### src/rtl/vga_pkg.sv
// Shared VGA definitions: 640x480@60 timing defaults, counter widths, pixel
// types and the fixed 16-entry IRGB palette.
package vga_pkg;

  localparam int H_ACTIVE = 640;
  localparam int H_FP     = 16;
  localparam int H_SYNC   = 96;
  localparam int H_BP     = 48;
  localparam int V_ACTIVE = 480;
  localparam int V_FP     = 10;
  localparam int V_SYNC   = 2;
  localparam int V_BP     = 33;
  localparam int H_TOTAL  = H_ACTIVE + H_FP + H_SYNC + H_BP;
  localparam int V_TOTAL  = V_ACTIVE + V_FP + V_SYNC + V_BP;

  localparam int H_CNT_W  = 10;
  localparam int V_CNT_W  = 10;
  localparam int RGB_W    = 12;

  typedef logic [RGB_W-1:0] rgb_t;
  typedef logic [3:0]       pal_idx_t;

  typedef struct packed {
    logic [H_CNT_W-1:0] x_start;
    logic [H_CNT_W-1:0] x_end;
    logic [V_CNT_W-1:0] y_start;
    logic [V_CNT_W-1:0] y_end;
    pal_idx_t           color;
  } char_box_t;

  // Bit 3 selects full (F) or half (8) intensity for each enabled channel;
  // index 8 has no channel bits and is defined as dark grey.
  function automatic rgb_t palette(input pal_idx_t idx);
    logic [3:0] lvl;
    lvl = idx[3] ? 4'hF : 4'h8;
    if (idx == 4'h8) begin
      palette = 12'h444;
    end else begin
      palette = {idx[2] ? lvl : 4'h0, idx[1] ? lvl : 4'h0, idx[0] ? lvl : 4'h0};
    end
  endfunction

endpackage

### src/rtl/vga_timing_gen.sv
// Free-running horizontal/vertical counters with combinational sync, data-enable
// and frame-start decode; the consumer registers these alongside its pixel.
module vga_timing_gen
  import vga_pkg::*;
#(
  parameter int   H_ACTIVE = vga_pkg::H_ACTIVE,
  parameter int   H_FP     = vga_pkg::H_FP,
  parameter int   H_SYNC   = vga_pkg::H_SYNC,
  parameter int   H_BP     = vga_pkg::H_BP,
  parameter int   V_ACTIVE = vga_pkg::V_ACTIVE,
  parameter int   V_FP     = vga_pkg::V_FP,
  parameter int   V_SYNC   = vga_pkg::V_SYNC,
  parameter int   V_BP     = vga_pkg::V_BP,
  parameter logic SYNC_POL = 1'b0
) (
  input  logic               clk,
  input  logic               rst,
  output logic [H_CNT_W-1:0] h_cnt,
  output logic [V_CNT_W-1:0] v_cnt,
  output logic               hsync,
  output logic               vsync,
  output logic               de,
  output logic               frame_strobe
);

  localparam logic [H_CNT_W-1:0] H_LAST   = H_CNT_W'(H_ACTIVE + H_FP + H_SYNC + H_BP - 1);
  localparam logic [V_CNT_W-1:0] V_LAST   = V_CNT_W'(V_ACTIVE + V_FP + V_SYNC + V_BP - 1);
  localparam logic [H_CNT_W-1:0] H_VIS    = H_CNT_W'(H_ACTIVE);
  localparam logic [V_CNT_W-1:0] V_VIS    = V_CNT_W'(V_ACTIVE);
  localparam logic [H_CNT_W-1:0] HS_START = H_CNT_W'(H_ACTIVE + H_FP);
  localparam logic [H_CNT_W-1:0] HS_END   = H_CNT_W'(H_ACTIVE + H_FP + H_SYNC);
  localparam logic [V_CNT_W-1:0] VS_START = V_CNT_W'(V_ACTIVE + V_FP);
  localparam logic [V_CNT_W-1:0] VS_END   = V_CNT_W'(V_ACTIVE + V_FP + V_SYNC);

  // NOTE: sequential state uses non-blocking assignments so every register samples pre-edge values.
  always_ff @(posedge clk) begin
    if (rst) begin
      h_cnt <= '0;
      v_cnt <= '0;
    end else if (h_cnt == H_LAST) begin
      h_cnt <= '0;
      v_cnt <= (v_cnt == V_LAST) ? '0 : v_cnt + 1'b1;
    end else begin
      h_cnt <= h_cnt + 1'b1;
    end
  end

  assign hsync        = (h_cnt >= HS_START && h_cnt < HS_END) ? SYNC_POL : ~SYNC_POL;
  assign vsync        = (v_cnt >= VS_START && v_cnt < VS_END) ? SYNC_POL : ~SYNC_POL;
  assign de           = (h_cnt < H_VIS) && (v_cnt < V_VIS);
  assign frame_strobe = (h_cnt == '0) && (v_cnt == '0);

endmodule

### src/rtl/vga_char_render.sv
// VGA character-box renderer: paints one palette-coloured rectangle over the
// background. Define VGA_CHAR_SHADOW_EN to latch the box once per frame.
module vga_char_render
  import vga_pkg::*;
#(
  parameter int       H_ACTIVE = vga_pkg::H_ACTIVE,
  parameter int       H_FP     = vga_pkg::H_FP,
  parameter int       H_SYNC   = vga_pkg::H_SYNC,
  parameter int       H_BP     = vga_pkg::H_BP,
  parameter int       V_ACTIVE = vga_pkg::V_ACTIVE,
  parameter int       V_FP     = vga_pkg::V_FP,
  parameter int       V_SYNC   = vga_pkg::V_SYNC,
  parameter int       V_BP     = vga_pkg::V_BP,
  parameter logic     SYNC_POL = 1'b0,
  parameter pal_idx_t BG_COLOR = 4'h0
) (
  input  logic               clk,
  input  logic               rst,
  input  logic [H_CNT_W-1:0] char_x_start,
  input  logic [H_CNT_W-1:0] char_x_end,
  input  logic [V_CNT_W-1:0] char_y_start,
  input  logic [V_CNT_W-1:0] char_y_end,
  input  logic [3:0]         char_color,
  output logic               hsync,
  output logic               vsync,
  output logic               de,
  output logic [RGB_W-1:0]   rgb,
  output logic               frame_start
);

  logic [H_CNT_W-1:0] h_cnt;
  logic [V_CNT_W-1:0] v_cnt;
  logic               hsync_pre;
  logic               vsync_pre;
  logic               de_pre;
  logic               frame_pre;
  char_box_t          live_box;
  char_box_t          box;
  logic               hit;
  pal_idx_t           pix_idx;

  vga_timing_gen #(
    .H_ACTIVE (H_ACTIVE),
    .H_FP     (H_FP),
    .H_SYNC   (H_SYNC),
    .H_BP     (H_BP),
    .V_ACTIVE (V_ACTIVE),
    .V_FP     (V_FP),
    .V_SYNC   (V_SYNC),
    .V_BP     (V_BP),
    .SYNC_POL (SYNC_POL)
  ) u_timing (
    .clk          (clk),
    .rst          (rst),
    .h_cnt        (h_cnt),
    .v_cnt        (v_cnt),
    .hsync        (hsync_pre),
    .vsync        (vsync_pre),
    .de           (de_pre),
    .frame_strobe (frame_pre)
  );

  assign live_box = '{
    x_start: char_x_start,
    x_end:   char_x_end,
    y_start: char_y_start,
    y_end:   char_y_end,
    color:   char_color
  };

`ifdef VGA_CHAR_SHADOW_EN
  localparam logic [H_CNT_W-1:0] H_LAST = H_CNT_W'(H_ACTIVE + H_FP + H_SYNC + H_BP - 1);
  localparam logic [V_CNT_W-1:0] V_LAST = V_CNT_W'(V_ACTIVE + V_FP + V_SYNC + V_BP - 1);

  char_box_t shadow_box;
  logic      first_q;
  logic      wrap;

  assign wrap = (h_cnt == H_LAST) && (v_cnt == V_LAST);

  // The first cycle after reset release both renders pixel (0,0) and loads the
  // shadow, so it bypasses the still-cleared shadow copy.
  always_ff @(posedge clk) begin
    if (rst) begin
      shadow_box <= '0;
      first_q    <= 1'b1;
    end else begin
      first_q <= 1'b0;
      if (first_q || wrap) begin
        shadow_box <= live_box;
      end
    end
  end

  assign box = first_q ? live_box : shadow_box;
`else
  assign box = live_box;
`endif

  // An inverted range on either axis can never satisfy both compares.
  assign hit = (h_cnt >= box.x_start) && (h_cnt <= box.x_end) &&
               (v_cnt >= box.y_start) && (v_cnt <= box.y_end);

  assign pix_idx = hit ? box.color : BG_COLOR;

  always_ff @(posedge clk) begin
    if (rst) begin
      hsync       <= ~SYNC_POL;
      vsync       <= ~SYNC_POL;
      de          <= 1'b0;
      rgb         <= '0;
      frame_start <= 1'b0;
    end else begin
      hsync       <= hsync_pre;
      vsync       <= vsync_pre;
      de          <= de_pre;
      rgb         <= de_pre ? palette(pix_idx) : '0;
      frame_start <= frame_pre;
    end
  end

endmodule

### config.mk
export PLATFORM = sky130hd
export DESIGN_NAME = vga_char_render
export DESIGN_NICKNAME = d
export VERILOG_FILES = /design/src/rtl/vga_pkg.sv /design/src/rtl/vga_timing_gen.sv /design/src/rtl/vga_char_render.sv
export SDC_FILE = /design/constraint.sdc
export NUM_CORES = 1
export LEC_CHECK = 0
export CAP_MARGIN = 20
export CORE_AREA = 2 2 70 72
export DETAILED_ROUTE_END_ITERATION = 16
export DIE_AREA = 0 0 72 74
export DONT_BUFFER_PORTS = 1
export PLACE_DENSITY = 0.68
export SLEW_MARGIN = 5
export SYNTH_ARGS = -nofsm -noshare
export SYNTH_HDL_FRONTEND = slang
export SYNTH_SLANG_ARGS = --single-unit
### constraint.sdc
create_clock -name clk -period 1.7 [get_ports clk]
set_input_delay 0.17 -clock clk [delete_from_list [all_inputs] [get_ports clk]]
set_output_delay 0.17 -clock clk [all_outputs]
set_load 0.05 [all_outputs]
==> results of run 1 <==
[layout make-up]
cell class	count	area (um^2)	area share, %
sequential	33	680.7	21.08
timing repair buffer	43	335.3	10.38
clock inverter	3	17.52	0.5424
multi-input combinational	215	1898	58.78
clock buffer	5	68.82	2.131
tap	54	67.56	2.092
inverter	43	161.4	4.998
[flip-flops by register name, summed over array words and instances (netlist names)]
signal and cells:
de 1, frame_start 1, hsync 1, rgb 9
u_timing.h_cnt 10, u_timing.v_cnt 10, vsync 1
[cells in the mapped netlist, drive strengths merged (3+ instances only)]
library cell | count | area share [%]
a21oi | 15 | 3.1
and3 | 4 | 1.1
buf | 4 | 1.4
clkbuf | 6 | 1.8
dfxtp | 33 | 27
ha | 44 | 23
inv | 43 | 6.7
nand2 | 15 | 2.3
nand2b | 4 | 1.0
nand3 | 13 | 2.7
nand4 | 15 | 4.5
nor2 | 35 | 5.5
nor2b | 4 | 1.0
nor3 | 14 | 3.1
o211ai | 3 | 0.93
o21ai | 11 | 2.3
xnor2 | 7 | 2.5
xor2 | 10 | 3.6
[cells by family (layout without fill, tap and decap cells)]
family	after synthesis	in the layout	share of synthesized area [%]
DFF	33	33	27.43
buffers and inverters	53	94	9.870
adders and majority gates	44	44	22.86
xor gates and xnor gates	17	17	6.182
and+or+nand+nor	114	114	24.67
AOI/OAI and AO/OA	37	40	8.988
[routing by layer]
metal / GRT usage (%) / vias up / share of wire, %
met2: 48.66 / 82 / 53
met4: 15.30 / 0 / 5.1
li1: - / 1110 / -
met5: 0 / - / 0
met1: 26.71 / 1074 / 38
met3: 5.149 / 27 / 4.2
[worst max path at each step]
stage	depth (start not counted)	startpoint	end
final	7	u_timing.h_cnt[7]	rgb[3]
after floorplan	9	u_timing.v_cnt[1]	u_timing.v_cnt[0]
after global routing	7	u_timing.h_cnt[7]	rgb[7]
after CTS	7	u_timing.h_cnt[7]	rgb[6]
after global placement	8	u_timing.h_cnt[0]	rgb[7]
after detailed placement	8	u_timing.h_cnt[0]	rgb[10]
[power breakdown]
part	switching, mW	internal [mW]	total [mW]
Combinational	0.122	0.115	0.237
Sequential	0.0232	0.782	0.805
Clock	0.307	0.283	0.590
Total	0.453	1.18	1.63
[repair_timing]
action                                 CTS  global route
hold buffers                             2             0
resized for setup                       52            29
endpoints found under the hold margin    5             0
gates cloned                             2             1
pin swaps                               20            26
setup endpoints to repair               18            20
buffers inserted                         1             2
[placed cells by master, fill, tap and decap left out, types with 4 or more instances in the layout]
master    Yosys  layout
buf_4         3      39
a21oi_1      15       7
inv_2         0       4
a21oi_2       0       7
xnor2_1       7       7
ha_1         44      33
nor2_2        0       6
xor2_1       10      10
o21ai_2       0       4
inv_1        43      39
nor2b_1       4       4
nor3_1       13       4
nand2_1      15      14
nand4_1      14      14
nor2_1       35      29
nand3_1      13      10
o21ai_1       0       4
clkbuf_8      2       5
dfxtp_1      33      19
dfxtp_2       0      13
nor3_2        1       9
ha_4          0      11
[worst max-delay path: stages (launching register included)]
cell and delay [ps]:
dfxtp_4 370, ha_4 270, nand4_1 180, nor2_1 220
nor3_2 70, a21oi_2 290, a31o_1 250, nor3_1 70
[through the flow]
step           area [um^2]  setup WS (ps)
2_1_floorplan         2417         0.1811
3_5_place_dp          2699         -96.78
4_1_cts               3083         -22.42
6_report              3229         -128.5
3_3_place_gp          2699         -119.1
5_1_grt               3229         -194.2
==> key figures, run 1 <==
Status
  • Run status: finished, violations left
  • Violated checks: negative setup slack

Clocking
  • Latest clock arrival within the worst-skew pair: 280 ps
  • CTS tree: built
  • Clock Tree Root: clkbuf_8
  • CTS sink count: 33
  • Clk slew on worst S/H paths: roughly 70 ps
  • Clock Tree Buf Depth: 2
  • CTS HTree Levels: 2
  • Total CTS buffers: 5

Timing
  • RSZ-0062 raised after global routing: yes
  • Final Hold Viols: 0
  • Fin crit share: 107.6%
  • Least-Margin Pin Slew: slightly below 500 ps
  • Final worst path period need: 1828 ps
  • WHS: 20.34 ps
  • Worst clock skew: 4.871 ps
  • Max Fclk: between 500 and 600 MHz
  • Sum of negative setup slack: -1545 ps
  • Setup slack after layout: -128.5 ps
  • Final Setup Violations: 19
  • Slew Viols, Final: 0
  • Slew margin rel.: 67.03%

Synthesis
  • Post-synthesis sequential area ratio: 27.43%
  • #FFs+latches synth: 33
  • Syn nets: 388
  • Top FF cell, synth: dfxtp_1
  • Ys async rst share: 0%
  • Ys Warns: 0
  • Synthesized area: 2409 um^2
  • Synth cell types: 37
  • Synth Instances: slightly below 300
  • EDFF count, synth: 0
  • Post-Syn Area per Cell: between 8 and 9 um^2

Die
  • Initial core utilization: 52.38%
  • DIE AREA: between 5000 and 6000 um^2
  • Die width: 72 um
  • # IOs: between 60 and 70
  • Core Area: 4598 um^2
  • Row Count: 25
  • Die H: 74 um

Route
  • Routed len/inst: 17.36 um
  • Iter 0 DRT Violations: around 180
  • Routed vias/inst: 5.790
  • DR DRC count: 0
  • Post-route ant nets: 0
  • DRT Pass-1 Iters: 4
  • Vias: 2,293
  • Final WL: around 7 mm

Min path
  • Hold Crit Class: in2reg
  • Hold Path Origin: char_color[3]
  • Hold Crit Endpoint: rgb[9]
  • Hold path depth: 2

Power and ir drop
  • Cell leakage power: about 1.5 nW
  • VDD IR-drop max: between 0.3 and 0.4 mV
  • PnR Total Power: 1.633 mW
  • Pwr/cell area: between 500 and 600 nW/um^2

Placed design
  • Placed Cells: 381
  • GP Congestion: 0.8377
  • Number of port buffers: 0
  • Post-DP HPWL: 4.372 mm

Critical path
  • Critical path class: reg2reg
  • Worst-case reg-to-reg path depth: 7
  • Worst setup EP type: register
  • R2R Setup Slk: -130 ps
  • R2r endpoint: rgb[3]
  • WP data arrival: 2000 ps
  • Crit Path Max Fanout: 4
  • WP data required: approximately 1900 ps
  • R2R Path Start: u_timing.h_cnt[7]
  • CP Launch Type: register

Finish
  • # diodes: 0
  • Nets: around 430
  • Fill count: approximately 340
  • Share of cells above drive strength 1: 36.84%
  • Util after Layout: 70.23%
  • Non-filler cells in the finished layout: 396
  • Area Overhead vs Synth: 34.08%

Global route
  • Grt total ovfl: 0
  • Largest net degree at the start of global routing: 12
  • Initial antenna violation count: 0
  • First-pass GRT wire length: slightly above 10 mm
  • GRT Total Usage: 25.88%
  • Vias in the first global route: 2,213

Job
  • Max cap viols: 0
(Power assumes the default switching activity.)
==> inputs of run 2 (changes only) <==
--- a/config.mk
+++ b/config.mk
@@ -10,7 +10,7 @@
 export DETAILED_ROUTE_END_ITERATION = 16
 export DIE_AREA = 0 0 72 74
 export DONT_BUFFER_PORTS = 1
-export PLACE_DENSITY = 0.68
+export PLACE_DENSITY = 0.65
 export SLEW_MARGIN = 5
 export SYNTH_ARGS = -nofsm -noshare
 export SYNTH_HDL_FRONTEND = slang
==> constraint.sdc (replaced) <==
create_clock -name clk -period 1.81 [get_ports clk]
set_input_delay 0.181 -clock clk [delete_from_list [all_inputs] [get_ports clk]]
set_output_delay 0.181 -clock clk [all_outputs]
set_load 0.02 [all_outputs]
==> run 2 against run 1 <==
  * Flip-flop and latch count unchanged
  * Non-clock buffer count decreased by 18
  * Total power decreased by 6.0%
  * Critical path depth increased by 1
  * Final cell count decreased by 4.5%
  * Sequential share of layout area increased by 2.0 points
  * The run now ends clean
==> key figures, run 2 (synthesis results as in run 1) <==
Placed design
  • Placed instance area: 2565 um^2 (-5.0%)
  • Number of port buffers: 0 (unchanged)
  • Post-DP HPWL: 4.203 mm (-3.9%)
  • GP Congestion: 0.8568 (+2.3%)
  • Placed Cells: 364 (-4.5%)

Timing
  • Final Hold Viols: 0 (unchanged)
  • Slew Viols, Final: 0 (unchanged)
  • RSZ-0062 raised after global routing: yes
  • Slew margin rel.: 73.25% (+6.2 points)
  • Least-Margin Pin Slew: 397.1 ps (-96.77 ps)
  • Final Setup Violations: 0 (-19)
  • Final worst path period need: 1771 ps (-57.59 ps)
  • WHS: 20.02 ps (-0.3162 ps)
  • Worst clock skew: 7.332 ps (+2.461 ps)
  • Max Fclk: 564.7 MHz (+3.3%)
  • Fin crit share: 97.84% (-9.7 points)

Route
  • Vias: 2,086 (-9.0%)
  • Final WL: 5.908 mm (-14%)
  • Routed vias/inst: 5.519 (-4.7%)
  • Routed len/inst: 15.63 um (-10%)
  • DRT Pass-1 Iters: 4 (unchanged)
  • Post-route ant nets: 0 (unchanged)
  • Iter 0 DRT Violations: 91 (-48%)
  • DR DRC count: 0 (unchanged)

Clocking
  • CTS tree: built
  • CTS sink count: 33 (unchanged)
  • Latest clock arrival within the worst-skew pair: 300 ps (+20 ps)
  • Clock Tree Root: clkbuf_8
  • Total CTS buffers: 5 (unchanged)
  • CTS HTree Levels: 2 (unchanged)
  • Clock Tree Buf Depth: 2 (unchanged)
  • Clk slew on worst S/H paths: 70 ps (about the same)

Power and ir drop
  • Cell leakage power: 1.391 nW (-5.6%)
  • VDD IR-drop max: 0.4427 mV (+11%)
  • Pwr/cell area: 520.2 nW/um^2 (+2.9%)
  • PnR Total Power: 1.535 mW (-6.0%)

Finish
  • Area Overhead vs Synth: 22.49%
  • Biggest regs: u_timing.h_cnt: 10 flops, u_timing.v_cnt: 10 flops, rgb: 9 flops
  • # diodes: 0 (unchanged)
  • Nets: 413 (-4.2%)
  • Most frequent cells in the layout: 40 x inv_1, 40 x ha_1, 34 x nor2_1
  • Non-filler cells in the finished layout: 378 (-4.5%)
  • Finished Cell Area: 2950 um^2 (-8.6%)
  • Util after Layout: 64.16% (-6.1 points)
  • Share of cells above drive strength 1: 25.93% (-11 points)

Global route
  • First-pass GRT wire length: 8.825 mm (-15%)
  • Vias in the first global route: 1,895 (-14%)
  • Grt total ovfl: 0 (unchanged)
  • Largest net degree at the start of global routing: 11 (-1)
  • Initial antenna violation count: 0 (unchanged)
  • GRT Total Usage: 22.00% (-3.9 points)

Critical path
  • Critical path class: reg2reg
  • Crit Path Max Fanout: 5 (+1)
  • CP Launch Type: register
  • Worst setup EP type: register
  • WP data arrival: 1960 ps (-40 ps)
  • WP data required: 2000 ps (+130 ps)

Die
  • DIE AREA: 5328 um^2 (unchanged)
  • Die width: 72 um (unchanged)
  • Core Area: 4598 um^2 (unchanged)
  • Initial core utilization: 52.38% (unchanged)
  • # IOs: 62 (unchanged)
  • Row Count: 25 (unchanged)
  • Die H: 74 um (unchanged)

Min path
  • Hold Crit Class: in2reg

Status
  • Run status: finished clean

Job
  • Max cap viols: 0 (unchanged)
==> run 2: cell count changes in the layout (fill, tap and decap cells not counted), moves of 4 or more <==
| cell | change |
|---|---|
| buf_4 | -17 |
| ha_1 | +7 |
| ha_4 | -7 |
| nor2_1 | +5 |
| nor2_2 | -5 |
| o21ai_2 | -4 |
==> run 2: path summary, 6_finish.rpt <==
check                                        from           endpoint  slack [ps]  depth (start not counted)
worst min-delay path                          rst              hsync          20                          2
worst max-delay path            u_timing.v_cnt[0]  u_timing.v_cnt[7]          40                          8
worst max register to register  u_timing.v_cnt[0]  u_timing.v_cnt[7]          40                          8
worst min register to register  u_timing.h_cnt[0]  u_timing.h_cnt[0]         510                          2
==> run 2: metrics by stage <==
stage | worst slack (ps) | TNS [ps]
final | 39.10 | 0
after global routing | -50.63 | -386.6
after CTS | 9.496 | 0
after detailed placement | -90.85 | -690.6
after global placement | -60.32 | -536.8
after floorplan | 71.36 | 0
==> run 2: power by group <==
part	internal, mW	switching [mW]
Sequential	0.735	0.0144
Clock	0.343	0.276
Combinational	0.0765	0.0896
==> run 2: repair_timing <==
item,4_1_cts,5_1_grt
hold buffers,2,0
gates cloned,1,2
resized for setup,9,49
endpoints found under the setup margin,9,18
setup buffers,0,1
pin swaps,1,24
endpoints found under the hold margin,5,0
==> run 2: critical path, stage by stage, from the launching register on <==
cell and delay [ps]:
dfxtp_2 330, inv_2 60, ha_1 130, or4b_4 470, nor3_4 210, nand4_1 140, inv_2 120, a21o_4 150
nor2_1 50
==> run 2: area by class of cell <==
type | count | area (um^2)
Clock buffer | 7 | 96.34
Clock inverter | 1 | 5.005
Fill cell | 393 | 1648
Inverter | 43 | 161.4
Multi-Input combinational cell | 215 | 1743
Sequential cell | 33 | 680.7
Tap cell | 54 | 67.56
Timing Repair Buffer | 25 | 196.4
==> run 2: per-layer routing <==
layer	global-route usage, %	wire length (um)
met1	26.68	2622
met2	39.51	3086
met3	4.878	155
met4	6.080	44
met5	0	0
